$ cat config.mk
export PLATFORM = sky130hd
export DESIGN_NAME = up_dn_cmd_sequencer
export DESIGN_NICKNAME = d
export VERILOG_FILES = /design/src/rtl/up_dn_cmd_sequencer.sv
export SDC_FILE = /design/constraint.sdc
export NUM_CORES = 1
export LEC_CHECK = 0
export ABC_AREA = 0
export CORE_MARGIN = 2
export CORE_UTILIZATION = 45
export CTS_BUF_LIST = sky130_fd_sc_hd__clkbuf_16
export DETAILED_ROUTE_END_ITERATION = 12
export PLACE_DENSITY = 0.82
export SYNTH_ARGS = -nofsm -noshare
export SYNTH_HDL_FRONTEND = slang
export SYNTH_SLANG_ARGS = --single-unit
$ cat constraint.sdc
create_clock -name CLK -period 3.7 [get_ports CLK]
set_input_delay 0.74 -clock CLK [delete_from_list [all_inputs] [get_ports CLK]]
set_output_delay 0.74 -clock CLK [all_outputs]
set_load 0.05 [all_outputs]
$ cat src/rtl/up_dn_cmd_sequencer.sv
// Command master for an up/down counter: NOP/LOAD/UP n/DOWN n in, Load/IN/Up/Down out; cmd_ready only when idle.
// Done one cycle after the last strobe, sat with done on early stop; define UDSEQ_PACE_EN for PACE idle cycles between steps.
module up_dn_cmd_sequencer #(
  parameter int WIDTH = 5
`ifdef UDSEQ_PACE_EN
  , parameter int PACE = 2
`endif
) (
  input  logic             CLK,
  input  logic             RST,
  input  logic             cmd_valid,
  output logic             cmd_ready,
  input  logic [1:0]       cmd_op,
  input  logic [WIDTH-1:0] cmd_arg,
  input  logic             High,
  input  logic             Low,
  output logic [WIDTH-1:0] IN,
  output logic             Load,
  output logic             Up,
  output logic             Down,
  output logic             busy,
  output logic             done,
  output logic             sat
);

  localparam logic [1:0] OP_LOAD = 2'b01;
  localparam logic [1:0] OP_UP   = 2'b10;
  localparam logic [1:0] OP_DOWN = 2'b11;

  typedef enum logic [2:0] {
    S_IDLE,
    S_LOAD,
    S_STEP,
`ifdef UDSEQ_PACE_EN
    S_GAP,
`endif
    S_DONE
  } state_t;

  state_t           state;
  state_t           nxt;
  // Holds the LOAD value, or the remaining step count for UP/DOWN.
  logic [WIDTH-1:0] rem;
  logic             dir_up;
  logic             sat_r;
  logic             accept;
  logic             step_fire;
  logic             sat_set;
  logic             limit;

`ifdef UDSEQ_PACE_EN
  localparam int GW = (PACE > 1) ? $clog2(PACE + 1) : 1;
  logic [GW-1:0] gap_cnt;
`endif

  always_comb begin
    nxt       = state;
    accept    = 1'b0;
    step_fire = 1'b0;
    sat_set   = 1'b0;
    limit     = dir_up ? High : Low;
    case (state)
      S_IDLE: begin
        if (cmd_valid) begin
          accept = 1'b1;
          case (cmd_op)
            OP_LOAD:        nxt = S_LOAD;
            OP_UP, OP_DOWN: nxt = (cmd_arg == '0) ? S_DONE : S_STEP;
            default:        nxt = S_DONE;
          endcase
        end
      end
      S_LOAD: nxt = S_DONE;
      S_STEP: begin
        // Limit flag comes from the counter's registered state, so no step is issued at max/0.
        if (limit) begin
          sat_set = 1'b1;
          nxt     = S_DONE;
        end else begin
          step_fire = 1'b1;
          if (rem == WIDTH'(1)) begin
            nxt = S_DONE;
          end else begin
`ifdef UDSEQ_PACE_EN
            nxt = S_GAP;
`else
            nxt = S_STEP;
`endif
          end
        end
      end
`ifdef UDSEQ_PACE_EN
      S_GAP: begin
        if (gap_cnt == '0) begin
          nxt = S_STEP;
        end
      end
`endif
      S_DONE:  nxt = S_IDLE;
      default: nxt = S_IDLE;
    endcase
  end

  always_ff @(posedge CLK or negedge RST) begin
    if (!RST) begin
      state  <= S_IDLE;
      rem    <= '0;
      dir_up <= 1'b0;
      sat_r  <= 1'b0;
    end else begin
      state <= nxt;
      if (accept) begin
        rem    <= cmd_arg;
        dir_up <= (cmd_op == OP_UP);
      end else if (step_fire) begin
        rem <= rem - WIDTH'(1);
      end
      if (sat_set) begin
        sat_r <= 1'b1;
      end else if (state == S_DONE) begin
        sat_r <= 1'b0;
      end
    end
  end

`ifdef UDSEQ_PACE_EN
  always_ff @(posedge CLK or negedge RST) begin
    if (!RST) begin
      gap_cnt <= '0;
    end else if (step_fire) begin
      gap_cnt <= GW'(PACE - 1);
    end else if (state == S_GAP && gap_cnt != '0) begin
      gap_cnt <= gap_cnt - GW'(1);
    end
  end
`endif

  assign cmd_ready = (state == S_IDLE);
  assign busy      = (state != S_IDLE);
  assign Load      = (state == S_LOAD);
  assign IN        = Load ? rem : '0;
  assign Up        = (state == S_STEP) &&  dir_up && !High;
  assign Down      = (state == S_STEP) && !dir_up && !Low;
  assign done      = (state == S_DONE);
  assign sat       = done && sat_r;

endmodule
==> impl_metrics.tcl <==
set metrics [dict create \
    period_share_pct 79.66 \
    clk_latency_ps 240 \
    maxCapViolCount 0 \
    drc 0 \
    grt_pass1_vias 534 \
    seq_area_um2 225.2 \
    grt_max_degree 12 \
    die_y_um 41.10 \
    routed-wl-met2_um 605 \
    via_per_inst 5.080 \
    drtIter0Drc 7 \
    clk_pin_slew_worst_paths_ps 40 \
    cts_sinks 9 \
    met3_length_um 89 \
    path_buf_inv 2 \
    area_growth_pct 52.32 \
    critPathMaxFanout 2 \
    tns_ps 0 \
    rows 13 \
    dpl_cell_area_um2 864.6 \
    ys_seq_area_share_pct 36.36 \
    cts_buffers 3 \
    ys_warn_count 0 \
    synth_area_per_cell_um2 8.723 \
    cp_top_family "buffers and inverters" \
    n_antenna_cell 0 \
    worst_path_max_delay_cell "clkdlybuf4s50_1" \
    min_path_cells 2 \
    dp_hpwl_um 1049 \
    highest_layer "met4" \
    synth_cells 71 \
    slew_violations 0 \
    path_class "in -> out" \
    worstSetupStartpointType "input port" \
    synth_area_leaders "dfrtp_1, ha_1, and2_1" \
    fin_worst_skew_ps 1.241 \
    hold_buffers 0 \
    synthDistinctLibCells 24 \
    grt_pass1_wl_um 2242 \
    p_leak_uw 0.0004157 \
    finalInstanceArea_um2 943.4 \
    hold_viol 0 \
    antenna_found_initial 0 \
    setup_violations 0 \
    vias 569 \
    slew_headroom_pct 66.25 \
    ctsResizeCount 0 \
    floorplan.initialDensity_pct 47.60 \
    coreArea_um2 1301 \
    hold_path.class "reg -> reg" \
    drive_gt1_share_pct 5.155 \
    cp.required_ps 2960 \
    reg2reg_depth 6 \
    clk_path_buf_depth 2 \
    finalNetCount 116 \
    power_density_nw_per_um2 993.9 \
    worstMarginPinSlew_ps 504.6 \
    wl_met1_um 676 \
    cts_root_buffer "clkbuf_16" \
    cpPeakStageDelay_ps 830 \
    status "finished, final reports clean" \
    cts_max_level 1 \
    dr.pass1.iters 4 \
    final.min_clock_period_ps 2947 \
    gr-total-overflow 0 \
    rsz0062_at_grt "false" \
    yosysTopAreaCell "dfrtp_1" \
    portBuffers 23 \
    nFillCells 97 \
    die_area_um2 1689 \
    synth_fp_nets 89 \
    cp-end-kind "output port" \
    gp_congestion 0.7019 \
    grt_usage_pct 21.71 \
    post_synth_instance_area_um2 619.3 \
    fmax_mhz 339.3 \
    yosys_register_bits 9 \
    cp.depth 3 \
    pin_count 24 \
    cts_tree "done" \
    crit_top_cell "clkdlybuf4s50_1" \
    synth_top_area_share_pct 36.36 \
    critical_path.cell_chain "clkdlybuf4s50_1 -> nor3b_1 -> clkdlybuf4s50_1" \
    wl_um 1414 \
    arrival_ps 2210 \
    postRouteAntennaNets 0 \
    chipWidth_um 41.10 \
    multi_input_area_um2 364.1 \
    ir_drop_uv 560.0 \
    cts_setup_buffers 0 \
    wire_per_inst_um 12.63 \
]
-- worst min-delay path, cell delays in order (launching register included) --
cell and delay (ps):
dfrtp_1 370, inv_1 50, o21ai_0 60
-- metal layers --
layer | vias to the layer above | global-route usage, %
met5 | - | 0
met4 | 0 | 16.94
met3 | 5 | 4.891
met2 | 18 | 32.42
met1 | 257 | 26.58
li1 | 289 | -
-- flip-flops by register name (all words and copies together), names as in the netlist --
register	count
dir_up	1
rem	5
sat_r	1
state	2
-- per-stage QoR --
step | total power [uW] | hold WS, ps | worst slack [ps] | utilization (%) | cells
2_1_floorplan | 587.4 | 444.4 | 1062 | - | 71
3_3_place_gp | 733.3 | 506.1 | 778.1 | 66.44 | 108
3_5_place_dp | 743.1 | 520.1 | 721.5 | 66.44 | 108
4_1_cts | 941.0 | 525.9 | 727.1 | 72.50 | 112
5_1_grt | 996.2 | 566.9 | 622.1 | 72.50 | 112
6_report | 937.7 | 517.4 | 752.6 | 72.50 | 112
-- placed cells by master (no fill, tap or decap), types with 2 or more instances in the layout --
master and count:
a21oi_1 6, and2_1 6, clkbuf_16 3, clkdlybuf4s50_1 23
dfrtp_1 9, ha_1 6, inv_1 8, nand2_1 6
nand2b_1 3, nand3_1 3, nor2_1 6, nor3b_1 2
o21ai_0 2, xnor2_1 2, xor2_1 2
-- layout make-up --
type                       instances  share of cell area [%]
multi-input combinational         54                   38.59
timing repair buffer              23                   24.40
sequential                         9                   23.87
clock buffer                       3                   7.958
inverter                           7                   2.785
tap                               15                   1.989
clock inverter                     1                  0.3979
-- final timing paths --
check / startpoint / end / slack (ps)
worst max-delay path: Low / Down / 750
worst min-delay path: sat_r$_DFFE_PN0P_ / sat_r$_DFFE_PN0P_ / 520
worst max register to register: state[0]$_DFFE_PN0P_ / rem[4]$_DFFE_PN0P_ / 2040
worst min register to register: sat_r$_DFFE_PN0P_ / sat_r$_DFFE_PN0P_ / 520
max in group asynchronous: RST / sat_r$_DFFE_PN0P_ / 2590
min in group asynchronous: RST / rem[0]$_DFFE_PN0P_ / 810
-- power breakdown --
group,switching [uW],internal (uW)
combinational,342,207
clock,48.9,141
sequential,47.4,150
total,439,499
-- cells in the mapped netlist (all sizes together) --
| library cell | n |
|---|---|
| nor3 | 1 |
| o21ai | 3 |
| a31oi | 1 |
| mux2i | 2 |
| a311oi | 1 |
| nand2 | 6 |
| inv | 7 |
| xor2 | 2 |
| and2 | 6 |
| and2b | 1 |
| dfrtp | 9 |
| or4 | 1 |
| mux2 | 1 |
| nor3b | 2 |
| clkbuf | 1 |
| ha | 6 |
| nand2b | 3 |
| nand3 | 3 |
| nor2 | 6 |
| a21oi | 6 |
| xnor2 | 2 |
| o31ai | 1 |
-- cell families after synthesis --
| logic type | after synthesis | synth area share [%] |
|---|---|---|
| and+or+nand+nor | 29 | 24.44 |
| xor gates and xnor gates | 4 | 5.658 |
| adders and majority gates | 6 | 12.12 |
| buffers and inverters | 8 | 4.849 |
| muxes | 3 | 5.656 |
| DFF | 9 | 36.36 |
| AOI/OAI and AO/OA | 12 | 10.91 |
No activity file was read; power rests on OpenSTA's default activity.
